## config.mk

```make
export PLATFORM = sky130hd
export DESIGN_NAME = ps2_rx_fifo
export DESIGN_NICKNAME = d
export VERILOG_FILES = /design/src/rtl/ps2_rx_fifo.sv
export SDC_FILE = /design/constraint.sdc
export NUM_CORES = 1
export LEC_CHECK = 0
export CORE_MARGIN = 2
export CORE_UTILIZATION = 55
export DETAILED_ROUTE_END_ITERATION = 8
export GPL_ROUTABILITY_DRIVEN = 1
export PLACE_DENSITY = 0.84
export SLEW_MARGIN = 20
export SYNTH_ARGS = -nofsm -noshare
export SYNTH_HDL_FRONTEND = slang
export SYNTH_SLANG_ARGS = --single-unit
```

## constraint.sdc

```tcl
create_clock -name clk -period 6.1 [get_ports clk]
set_input_delay 0.915 -clock clk [delete_from_list [all_inputs] [get_ports clk]]
set_output_delay 0.915 -clock clk [all_outputs]
set_load 0.005 [all_outputs]
```

## src/rtl/ps2_rx_fifo.sv

```systemverilog
// ps2_rx_fifo: PS/2 device-to-host receiver with glitch filter, parity/stop/timeout checks and FWFT FIFO.
module ps2_rx_fifo #(
  parameter int FILT_LEN   = 8,
  parameter int FIFO_DEPTH = 4,
  parameter int TIMEOUT    = 5000
) (
  input  logic                                clk,
  input  logic                                rst,
  input  logic                                ps2_c,
  input  logic                                ps2_d,
  input  logic                                tx_idle,
  input  logic                                rd_en,
  input  logic                                clr_ovf,
  output logic [7:0]                          dout,
  output logic                                empty,
  output logic                                full,
  output logic [$clog2(FIFO_DEPTH+1)-1:0]     count,
  output logic                                rx_done,
  output logic                                parity_err,
  output logic                                frame_err,
  output logic                                overflow
);
  localparam int AW = $clog2(FIFO_DEPTH);
  localparam int CW = $clog2(FIFO_DEPTH+1);
  localparam int TW = $clog2(TIMEOUT+1);
  localparam logic [1:0] IDLE = 2'd0, DATA = 2'd1, PARITY = 2'd2, STOP = 2'd3;
  logic [1:0] cs_q, ds_q;
  logic [FILT_LEN-1:0] filt_q;
  logic fclk_q, fall_q, all0, all1, d;
  logic [1:0] st_q, st_d;
  logic [2:0] bc_q, bc_d;
  logic [7:0] sh_q, sh_d;
  logic par_q, par_d;
  logic [TW-1:0] to_q, to_d;
  logic [7:0] mem [FIFO_DEPTH];
  logic [AW-1:0] wp_q, rp_q;
  logic [CW-1:0] cnt_q;
  logic done_q, perr_q, ferr_q, ovf_q;
  logic push, pop, perr_d, ferr_d, ovf_set;
  assign d     = ds_q[1];
  assign all0  = filt_q == '0;
  assign all1  = &filt_q;
  assign empty = cnt_q == '0;
  assign full  = cnt_q == CW'(FIFO_DEPTH);
  assign count = cnt_q;
  assign dout  = empty ? 8'h00 : mem[rp_q];
  assign pop   = rd_en && !empty;
  assign rx_done    = done_q;
  assign parity_err = perr_q;
  assign frame_err  = ferr_q;
  assign overflow   = ovf_q;
  always_comb begin
    st_d = st_q;
    bc_d = bc_q;
    sh_d = sh_q;
    par_d = par_q;
    push = 1'b0;
    perr_d = 1'b0;
    ferr_d = 1'b0;
    ovf_set = 1'b0;
    to_d = (st_q == IDLE || fall_q) ? '0 : to_q + 1'b1;
    if (st_q != IDLE && !tx_idle) st_d = IDLE;
    else if (st_q != IDLE && !fall_q && to_q == TW'(TIMEOUT-1)) begin
      st_d = IDLE;
      ferr_d = 1'b1;
    end else if (fall_q)
      case (st_q)
        IDLE: if (!d && tx_idle) begin
          st_d = DATA;
          bc_d = 3'd0;
          sh_d = 8'h00;
        end
        DATA: begin
          sh_d = {d, sh_q[7:1]};
          bc_d = bc_q + 3'd1;
          st_d = bc_q == 3'd7 ? PARITY : DATA;
        end
        PARITY: begin
          par_d = d;
          st_d = STOP;
        end
        default: begin
          st_d = IDLE;
          // odd parity: data plus parity bit must carry an odd number of ones
          if (!d) ferr_d = 1'b1;
          else if (!(^{sh_q, par_q})) perr_d = 1'b1;
          else if (full && !pop) ovf_set = 1'b1;
          else push = 1'b1;
        end
      endcase
  end
  always_ff @(posedge clk) begin
    if (!rst) begin
      cs_q <= 2'b11;
      ds_q <= 2'b11;
      filt_q <= '1;
      fclk_q <= 1'b1;
      fall_q <= 1'b0;
      st_q <= IDLE;
      bc_q <= 3'd0;
      sh_q <= 8'h00;
      par_q <= 1'b0;
      to_q <= '0;
      wp_q <= '0;
      rp_q <= '0;
      cnt_q <= '0;
      done_q <= 1'b0;
      perr_q <= 1'b0;
      ferr_q <= 1'b0;
      ovf_q <= 1'b0;
    end else begin
      cs_q <= {cs_q[0], ps2_c};
      ds_q <= {ds_q[0], ps2_d};
      filt_q <= {filt_q[FILT_LEN-2:0], cs_q[1]};
      fclk_q <= all0 ? 1'b0 : all1 ? 1'b1 : fclk_q;
      fall_q <= fclk_q && all0;
      st_q <= st_d;
      bc_q <= bc_d;
      sh_q <= sh_d;
      par_q <= par_d;
      to_q <= to_d;
      wp_q <= wp_q + AW'(push);
      rp_q <= rp_q + AW'(pop);
      cnt_q <= cnt_q + CW'(push) - CW'(pop);
      done_q <= push;
      perr_q <= perr_d;
      ferr_q <= ferr_d;
      ovf_q <= ovf_set || (ovf_q && !clr_ovf);
    end
  end
  always_ff @(posedge clk) if (push) mem[wp_q] <= sh_q;
endmodule
```

==> summary.txt, run 1 <==
Pwr
  – Pwr dens: 312 nW/um2
  – Tot Pwr: 0.00124 W
  – Worst vdd ir: 200 uV
  – LEAKAGE: 1.46 nW

Setup path
  – Peak per-stage delay on the critical path: 480 ps
  – Worst path depth: 11
  – Critical Path Fanout Max: 7
  – CP Buf/Inv Count: 2
  – Crit path arrival time: 3600 ps
  – WP data required: 6330 ps
  – Critical path startpoint category: input pin
  – Critical path, cell by cell: clkdlybuf4s50_1 > nor4b_1 > nor3_1 > mux2i_2 > ha_1 > inv_1 > ha_1 > fa_1 > xnor2_1 > xnor2_1 > nor2_1
  – Slowest CP cell: nor4b_1
  – Crit Path Class: in2reg
  – CP endpoint kind: flop
  – Crit path max-delay family: adder cells
  – Reg2reg path depth: 12

Synth
  – Number of synthesized flops with an enable pin: 32
  – Simple-Gate Fraction of Synth Area: 18.5%
  – Ranking of synthesized cells by area: dfxtp_1, edfxtp_1, mux4_2
  – Mapped Area: 3450 um2
  – Net Count, Synth: 311
  – Avg Cell Area, Syn: 11.8 um2
  – Adder-cell share of the synthesized area: 4.57%
  – Main combinational cell family by area after synthesis: simple AND/OR/NAND/NOR gates
  – Synth Area in Compound Gates: 4.89%
  – Yosys cell types: 42
  – Seq/Total Area, Yosys: 58.0%
  – Synth Instances: 292
  – Ys async rst share: 0%
  – Yosys reg bits: 84
  – Main flop type after synthesis: dfxtp_1
  – Mux share of post-synthesis cell area: 6.20%
  – Commonest cells post-synth: dfxtp_1, edfxtp_1, nand2_1
  – Yosys Warn Count: 0
  – Cell with the most instances after synthesis: dfxtp_1
  – Synth top area share: 30.2%
  – Synth Area in XOR/XNOR: 5.66%
  – Cell taking the most area after synthesis: dfxtp_1

GRT
  – First-pass GRT wire length: 10100 um
  – Vias in the first global route: 2176
  – Global-route usage over all layers: 18.5%
  – GR Overflow Total: 0
  – Largest net degree at the start of global routing: 24
  – Antenna violations before repair: 0

STA
  – TNS Setup: 0 ps
  – Worst-margin pin slew: 1030 ps
  – RSZ-0062 raised after global routing: no
  – Clk_skew: 12.4 ps
  – Final setup vio count: 0
  – Fin. Hold Viols: 0
  – Slew headroom: 31.1%
  – Final worst-path cycle share: 55.2%
  – Fin. max-slew vios: 0
  – Fmax: 297 MHz
  – Min cycle time layout: 3370 ps

Clock tree
  – CTS tree: done
  – CTS clock-pin slew for the worst setup and hold paths: 90 ps
  – # hold bufs at CTS: 0
  – Deepest clock path buffer count: 2
  – Setup repair bufs after CTS: 0
  – Root Buffer Master: clkbuf_8
  – Worst-skew pair later-pin latency: 350 ps
  – CTS resizes: 0
  – CTS buffer count: 9
  – CTS Sinks: 84
  – H-Tree Depth: 3

Status
  – Outcome: completed

Die
  – Core Region: 5990 um2
  – Row cnt: 28
  – Initial Util: 57.6%
  – Die W: 83.2 um
  – Ports: 24
  – Height of the chip: 83.2 um
  – Total die area: 6920 um2

Finish
  – Antenna diodes: 0
  – Share of post-route cells with drive strength above 1: 8.10%
  – Synth-to-Final Area Change: 15.6%
  – Layout net count: 335
  – Fillers: 428

Route
  – Drt initial violations: 125
  – Post-DRT Antenna Nets: 0
  – Residual DRC count: 0
  – Via count: 2216
  – Final WL: 5790 um
  – Initial DRT Pass Iterations: 4
  – Via density: 5.60
  – DR WL/cell: 14.6 um

Placement
  – Placer Congestion: 0.844
  – Post-detail-place hpwl: 4070 um
  – Number of port buffers: 23

Job
  – MaxCap Viol Count: 0

Worst hold path
  – Hold Path Class: reg2reg
  – Hold path cells: 1
==> layout by cell type (no fill, tap or decap), types with 2 or more instances in the layout <==
cell type	Yosys	routed
a21oi_1	15	15
and2_1	5	5
and3_1	3	3
and4b_1	2	2
bufinv_16	0	3
clkbuf_8	0	9
clkdlybuf4s50_1	0	23
dfxtp_1	52	52
edfxtp_1	32	32
ha_1	11	11
inv_1	8	8
mux2i_1	2	2
mux4_2	8	8
nand2_1	22	22
nand2b_1	14	14
nand3_1	14	14
nand3b_1	3	3
nand4_1	7	7
nor2_1	21	21
nor2b_1	10	10
nor3_1	5	4
nor3b_1	4	3
nor4_1	4	4
nor4b_1	2	2
o211ai_1	2	2
o21ai_0	3	3
o31ai_1	2	2
xnor2_1	10	10
xor2_1	7	7
==> worst reg2reg max path, delay by kind of cell (launching register included) <==
family                     cells  cell delay (ps)
adders and majority gates      4             1100
and+or+nand+nor                2              160
muxes                          1              390
xor gates and xnor gates       2              330
buffers and inverters          2              130
AOI/OAI and AO/OA              1              290
DFF                            1              420
==> path summary, 6_finish.rpt <==
check | start | end | slack (ps)
setup / recovery | rd_en | count[2] | 2730
setup reg to reg | st_q[0] | count[2] | 3170
hold reg to reg | ds_q[0] | ds_q[1] | 410
hold / removal | ds_q[0] | ds_q[1] | 410
==> state kept, by name (all words and copies together), names as in the netlist, 3 cells and up <==
name    flops
to_q       13
mem        32
count       3
bc_q        3
filt_q      8
sh_q        8
==> per-stage QoR <==
stage / instances / instance area, um2 / hold WS, ps / setup slack (ps) / utilization, %
floorplan: 292 / 3450 / 386 / 3170 / -
global placement: 380 / 3740 / 390 / 2570 / 62.4
detailed placement: 380 / 3740 / 398 / 2390 / 62.4
CTS: 396 / 3980 / 416 / 2780 / 66.4
global route: 396 / 3990 / 428 / 2570 / 66.6
finish: 396 / 3990 / 411 / 2730 / 66.6
==> cell families after synthesis <==
kind of cell	Yosys count
muxes	11
adders and majority gates	12
xor gates and xnor gates	19
and+or+nand+nor	119
AOI/OAI and AO/OA	28
DFF	84
buffers and inverters	19
==> layer usage <==
metal  vias up  global-route usage, %  wire length [um]
li1       1090                      -                 -
met1      1069                   22.2              2530
met2        45                   31.2              2910
met3        12                   4.77               219
met4         0                   8.49               130
met5         -                      0                 0
==> cell type report <==
cell class / instances / area, um2 / area share (%)
Clock buffer: 10 / 128 / 3.20
Timing Repair Buffer: 24 / 238 / 5.96
Tap cell: 75 / 93.8 / 2.35
Clock inverter: 6 / 111 / 2.79
Sequential cell: 84 / 2000 / 50.2
Multi-Input combinational cell: 189 / 1390 / 34.7
Inverter: 8 / 30.0 / 0.753
==> power by group <==
| group | total, W | switching [W] | internal (W) | leakage (nW) |
|---|---|---|---|---|
| Clock | 0.000463 | 0.000190 | 0.000273 | 0.119 |
| Sequential | 0.000624 | 0.0000322 | 0.000592 | 0.774 |
| Combinational | 0.000156 | 0.0000621 | 0.0000937 | 0.570 |
Note: power is estimated with default switching activity, not from simulation.
==> run 2, diff against run 1 <==
Settings changed: CORE_UTILIZATION 55 to 52.
Clock period 6.1 ns to 2.85 ns, I/O delays scaled along.
==> run 2 against run 1 <==
  * Total power rose by 96%
  * Cell count is 3.0% higher
  * Worst setup slack worse by 2500 ps
  * Worst hold slack worse by 2.9 ps
  * Global-route usage shrank 1.1 points
  * Combinational power is 95% higher
  * Core utilization is 3.9 points lower
  * Largest power group unchanged
  * Highest routed layer unchanged
==> summary.txt, run 2 (synthesized netlist as in run 1, its figures left out) <==
Status
  – Outcome: completed

STA
  – Slew headroom: 60.5%
  – Final setup margin: 211 ps
  – RSZ-0062 raised after global routing: no
  – Fin. Hold Viols: 0
  – Final worst-path cycle share: 92.6%
  – TNS Setup: 0 ps
  – Fmax: 379 MHz
  – Min cycle time layout: 2640 ps
  – Fin. max-slew vios: 0
  – Worst-margin pin slew: 591 ps
  – Clk_skew: 6.78 ps
  – Final setup vio count: 0

Placement
  – Number of port buffers: 23
  – Dpl ws: -5.13 ps
  – Area after DPL: 3820 um2
  – Placer Congestion: 0.827
  – Cells after DPL: 393
  – Post-detail-place hpwl: 3950 um

Setup path
  – Crit path arrival time: 2870 ps
  – Critical Path Fanout Max: 7
  – CP endpoint kind: flop
  – WP data required: 3080 ps
  – Crit Path Class: reg2reg
  – Critical path startpoint category: flop
  – Reg2reg setup slack: 210 ps

Route
  – Final WL: 5770 um
  – Post-DRT Antenna Nets: 0
  – Initial DRT Pass Iterations: 4
  – DR WL/cell: 14.1 um
  – Via count: 2218
  – Drt initial violations: 113
  – Residual DRC count: 0
  – Via density: 5.44

Die
  – Height of the chip: 85.5 um
  – Ports: 24
  – Die W: 85.5 um
  – Total die area: 7300 um2
  – Core Region: 6390 um2
  – Row cnt: 29
  – Initial Util: 54.0%

Pwr
  – Sequential share of power: 55.0%
  – Combinational power share: 12.5%
  – Pwr dens: 607 nW/um2
  – Clock power share: 32.5%
  – LEAKAGE: 1.51 nW
  – Sw Pwr: 0.000588 W
  – Internal power: 0.00184 W
  – Sw frac: 24.2%
  – Worst vdd ir: 416 uV

Finish
  – Finished Cell Area: 4000 um2
  – Share of post-route cells with drive strength above 1: 10.6%
  – Biggest regs: mem (32), to_q (13)
  – Layout net count: 346
  – Fillers: 491
  – Synth-to-Final Area Change: 16.0%
  – Commonest non-fill, non-tap cell in the layout: dfxtp_1
  – Biggest register: mem
  – Post-Layout Cell Count: 408
  – Footprint of the multi-input gates: 1380 um2
  – Most frequent cells in the layout: dfxtp_1, edfxtp_1, clkdlybuf4s50_1, nand2_1, nor2_1
  – Largest register FFs: 32
  – Flip-flop and latch area: 2000 um2
  – Antenna diodes: 0

Clock tree
  – Setup repair bufs after CTS: 0
  – Deepest clock path buffer count: 2
  – CTS Sinks: 84
  – CTS clock-pin slew for the worst setup and hold paths: 80 ps
  – CTS tree: done
  – H-Tree Depth: 3
  – # hold bufs at CTS: 0
  – Root Buffer Master: clkbuf_8
  – CTS buffer count: 9
  – CTS resizes: 0
  – Worst-skew pair later-pin latency: 350 ps

GRT
  – Global-route usage over all layers: 17.4%
  – Antenna violations before repair: 0
  – First-pass GRT wire length: 9920 um
  – GR Overflow Total: 0
  – Largest net degree at the start of global routing: 17
  – Vias in the first global route: 2173

Job
  – MaxCap Viol Count: 0

Worst hold path
  – Hold Path Class: reg2reg
==> run 2: path summary, 6_finish.rpt <==
kind              cells after the start        to  startpoint
setup / recovery                     10  count[2]     sh_q[6]
hold / removal                        1   ds_q[1]     ds_q[0]
setup reg to reg                     10  count[2]     sh_q[6]
hold reg to reg                       1   ds_q[1]     ds_q[0]
==> run 2: routing by layer <==
metal	track usage (%)	share of wire (%)	vias up
li1	-	-	1109
met3	5.06	3.6	8
met2	29.5	50	39
met5	0	0	-
met1	20.5	45	1062
met4	7.50	0.95	0
==> run 2: area by class of cell <==
| type | instances | area share, % |
|---|---|---|
| flip-flops and latches | 84 | 50.0 |
| multi-input cells | 189 | 34.3 |
| repair buffers | 35 | 8.00 |
| clock buffers | 9 | 3.09 |
| well taps | 77 | 2.41 |
| clock inverters | 6 | 1.41 |
| inverters | 8 | 0.750 |
==> run 2: metrics by stage <==
stage	hold slack, ps	power, W	utilization (%)
6_report	408	0.00243	62.7
5_1_grt	428	0.00254	62.7
4_1_cts	413	0.00245	62.7
3_5_place_dp	395	0.00167	59.9
3_3_place_gp	391	0.00166	59.9
2_1_floorplan	386	0.00153	-
==> run 2: worst max-delay path, stage by stage (launching register included) <==
cell,delay [ps]
dfxtp_1,440
xor2_1,190
xnor3_1,470
mux2i_2,180
ha_1,290
inv_1,40
ha_1,180
fa_1,370
xnor2_1,170
xnor2_1,130
nor2_1,50
==> run 2: power groups by stage <==
stage	registers, W	logic, W	clock network (W)
after floorplan	0.00132	0.000205	0
after global placement	0.00136	0.000300	0
after detailed placement	0.00137	0.000307	0
after CTS	0.00134	0.000308	0.000800
after global routing	0.00135	0.000344	0.000853
final	0.00134	0.000304	0.000789
==> run 3, diff against run 2 <==
Settings changed: CORE_UTILIZATION 52 to 55, CTS_BUF_LIST set to sky130_fd_sc_hd__clkbuf_8, PLACE_DENSITY 0.84 to 0.87.
==> run 3 against run 2 <==
  * Non-clock buffer count unchanged
  * Clock skew increased by 3.6 ps
  * Largest power group unchanged
  * Maximum frequency decreased by 1.1%
  * Critical path depth unchanged
  * Sequential power about the same
  * Cell count decreased by 0.25%
==> summary.txt, run 3 (synthesized netlist as in run 1, its figures left out) <==
STA
  – Worst-margin pin slew: 583 ps
  – Clk_skew: 10.4 ps
  – Fin. max-slew vios: 0
  – Hold WS: 416 ps
  – RSZ-0062 raised after global routing: no
  – Slew headroom: 61.0%
  – Fmax: 375 MHz
  – Final worst-path cycle share: 93.7%
  – Min cycle time layout: 2670 ps
  – Fin. Hold Viols: 0
  – TNS Setup: 0 ps
  – Final setup vio count: 0

Pwr
  – Internal power: 0.00203 W
  – LEAKAGE: 1.53 nW
  – Tot Pwr: 0.00263 W
  – Sw Pwr: 0.000602 W
  – Sequential share of power: 50.8%
  – Sw frac: 22.9%
  – Worst vdd ir: 428 uV
  – Clock power share: 37.6%
  – Pwr dens: 648 nW/um2
  – Combinational power share: 11.7%

Clock tree
  – CTS buffer count: 9
  – H-Tree Depth: 3
  – CTS Sinks: 84
  – # hold bufs at CTS: 0
  – CTS tree: done
  – CTS clock-pin slew for the worst setup and hold paths: 80 ps
  – Root Buffer Master: clkbuf_8
  – Deepest clock path buffer count: 2
  – Worst-skew pair later-pin latency: 350 ps

Die
  – Height of the chip: 83.2 um
  – Core Region: 5990 um2
  – Ports: 24
  – Initial Util: 57.6%
  – Total die area: 6920 um2
  – Die W: 83.2 um
  – Row cnt: 28

Route
  – Residual DRC count: 0
  – Final WL: 6040 um
  – Initial DRT Pass Iterations: 4
  – Drt initial violations: 115
  – Via count: 2233
  – Post-DRT Antenna Nets: 0
  – DR WL/cell: 14.8 um
  – Via density: 5.49

GRT
  – Vias in the first global route: 2222
  – Antenna violations before repair: 0
  – GR Overflow Total: 0
  – Global-route usage over all layers: 18.2%
  – First-pass GRT wire length: 10100 um
  – Largest net degree at the start of global routing: 17

Finish
  – Core Util, Final: 67.8%
  – Layout net count: 346
  – Commonest non-fill, non-tap cell in the layout: dfxtp_1
  – Biggest register: mem
  – Fillers: 435
  – Synth-to-Final Area Change: 17.8%
  – Largest register FFs: 32
  – Post-Layout Cell Count: 407
  – Share of post-route cells with drive strength above 1: 11.1%
  – Biggest regs: mem (32), to_q (13)
  – Antenna diodes: 0
  – Most frequent cells in the layout: dfxtp_1, edfxtp_1, clkdlybuf4s50_1, nand2_1, nor2_1

Placement
  – Cells after DPL: 391
  – Number of port buffers: 23
  – Placer Congestion: 0.828
  – Post-detail-place hpwl: 4230 um

Setup path
  – WP data required: 3080 ps
  – Critical Path Fanout Max: 7
  – Slowest CP cell: dfxtp_1
  – Peak per-stage delay on the critical path: 460 ps
  – Critical path, cell by cell: xor2_1 > xnor3_1 > mux2i_2 > ha_1 > inv_1 > ha_1 > fa_1 > xnor2_1 > xnor2_1 > nor2_1
  – Crit path arrival time: 2900 ps
  – CP Buf/Inv Count: 1
  – Critical path startpoint category: flop
  – Crit Path Class: reg2reg
  – CP endpoint kind: flop
  – Crit path max-delay family: XOR/XNOR gates

Status
  – Outcome: completed

Worst hold path
  – Hold Path Class: reg2reg

Job
  – MaxCap Viol Count: 0
-- run 3: cell types whose count changed in the layout (fill, tap and decap cells not counted) --
cell        previous run  this run
clkinv_2               3         0
clkinv_1               1         0
dfxtp_1               52        51
inv_1                  8         9
dfxtp_2                0         1
clkinvlp_4             1         2
clkinv_4               0         1
bufinv_16              1         3
-- run 3: final timing paths --
kind / startpoint / to / slack [ps] / cells after the start
min: cs_q[1] / filt_q[0] / 420 / 1
max: sh_q[6] / count[2] / 180 / 10
min reg2reg: cs_q[1] / filt_q[0] / 420 / 1
max reg2reg: sh_q[6] / count[2] / 180 / 10
-- run 3: repair_timing --
item	4_1_cts	5_1_grt
gates resized for setup	0	1
buffers inserted	0	0
endpoints found under the setup margin	0	1
-- run 3: final cells by class --
class	count	area (um2)	share of cell area, %
multi-input combinational	189	1380	33.8
tap	75	93.8	2.31
clock buffer	9	124	3.05
clock inverter	7	118	2.89
inverter	8	30.0	0.739
timing repair buffer	35	320	7.88
sequential	84	2000	49.3
-- run 3: layer usage --
metal	routed length (um)	track usage, %
met1	2570	20.9
met2	3220	32.1
met3	178	4.97
met4	74	7.45
met5	0	0
-- run 3: per-stage QoR --
stage / cell area, um2 / setup WS (ps)
2_1_floorplan: 3450 / 267
3_3_place_gp: 3820 / 65.9
6_report: 4060 / 181
5_1_grt: 4060 / 19.0
3_5_place_dp: 3820 / -105
4_1_cts: 4060 / 127
-- run 3: power by group through the flow --
stage	Clock [W]	Combinational, W	Sequential (W)
floorplan	0	0.000205	0.00132
global placement	0	0.000299	0.00136
detailed placement	0	0.000313	0.00137
CTS	0.00100	0.000313	0.00134
global route	0.00105	0.000339	0.00135
finish	0.000988	0.000307	0.00134
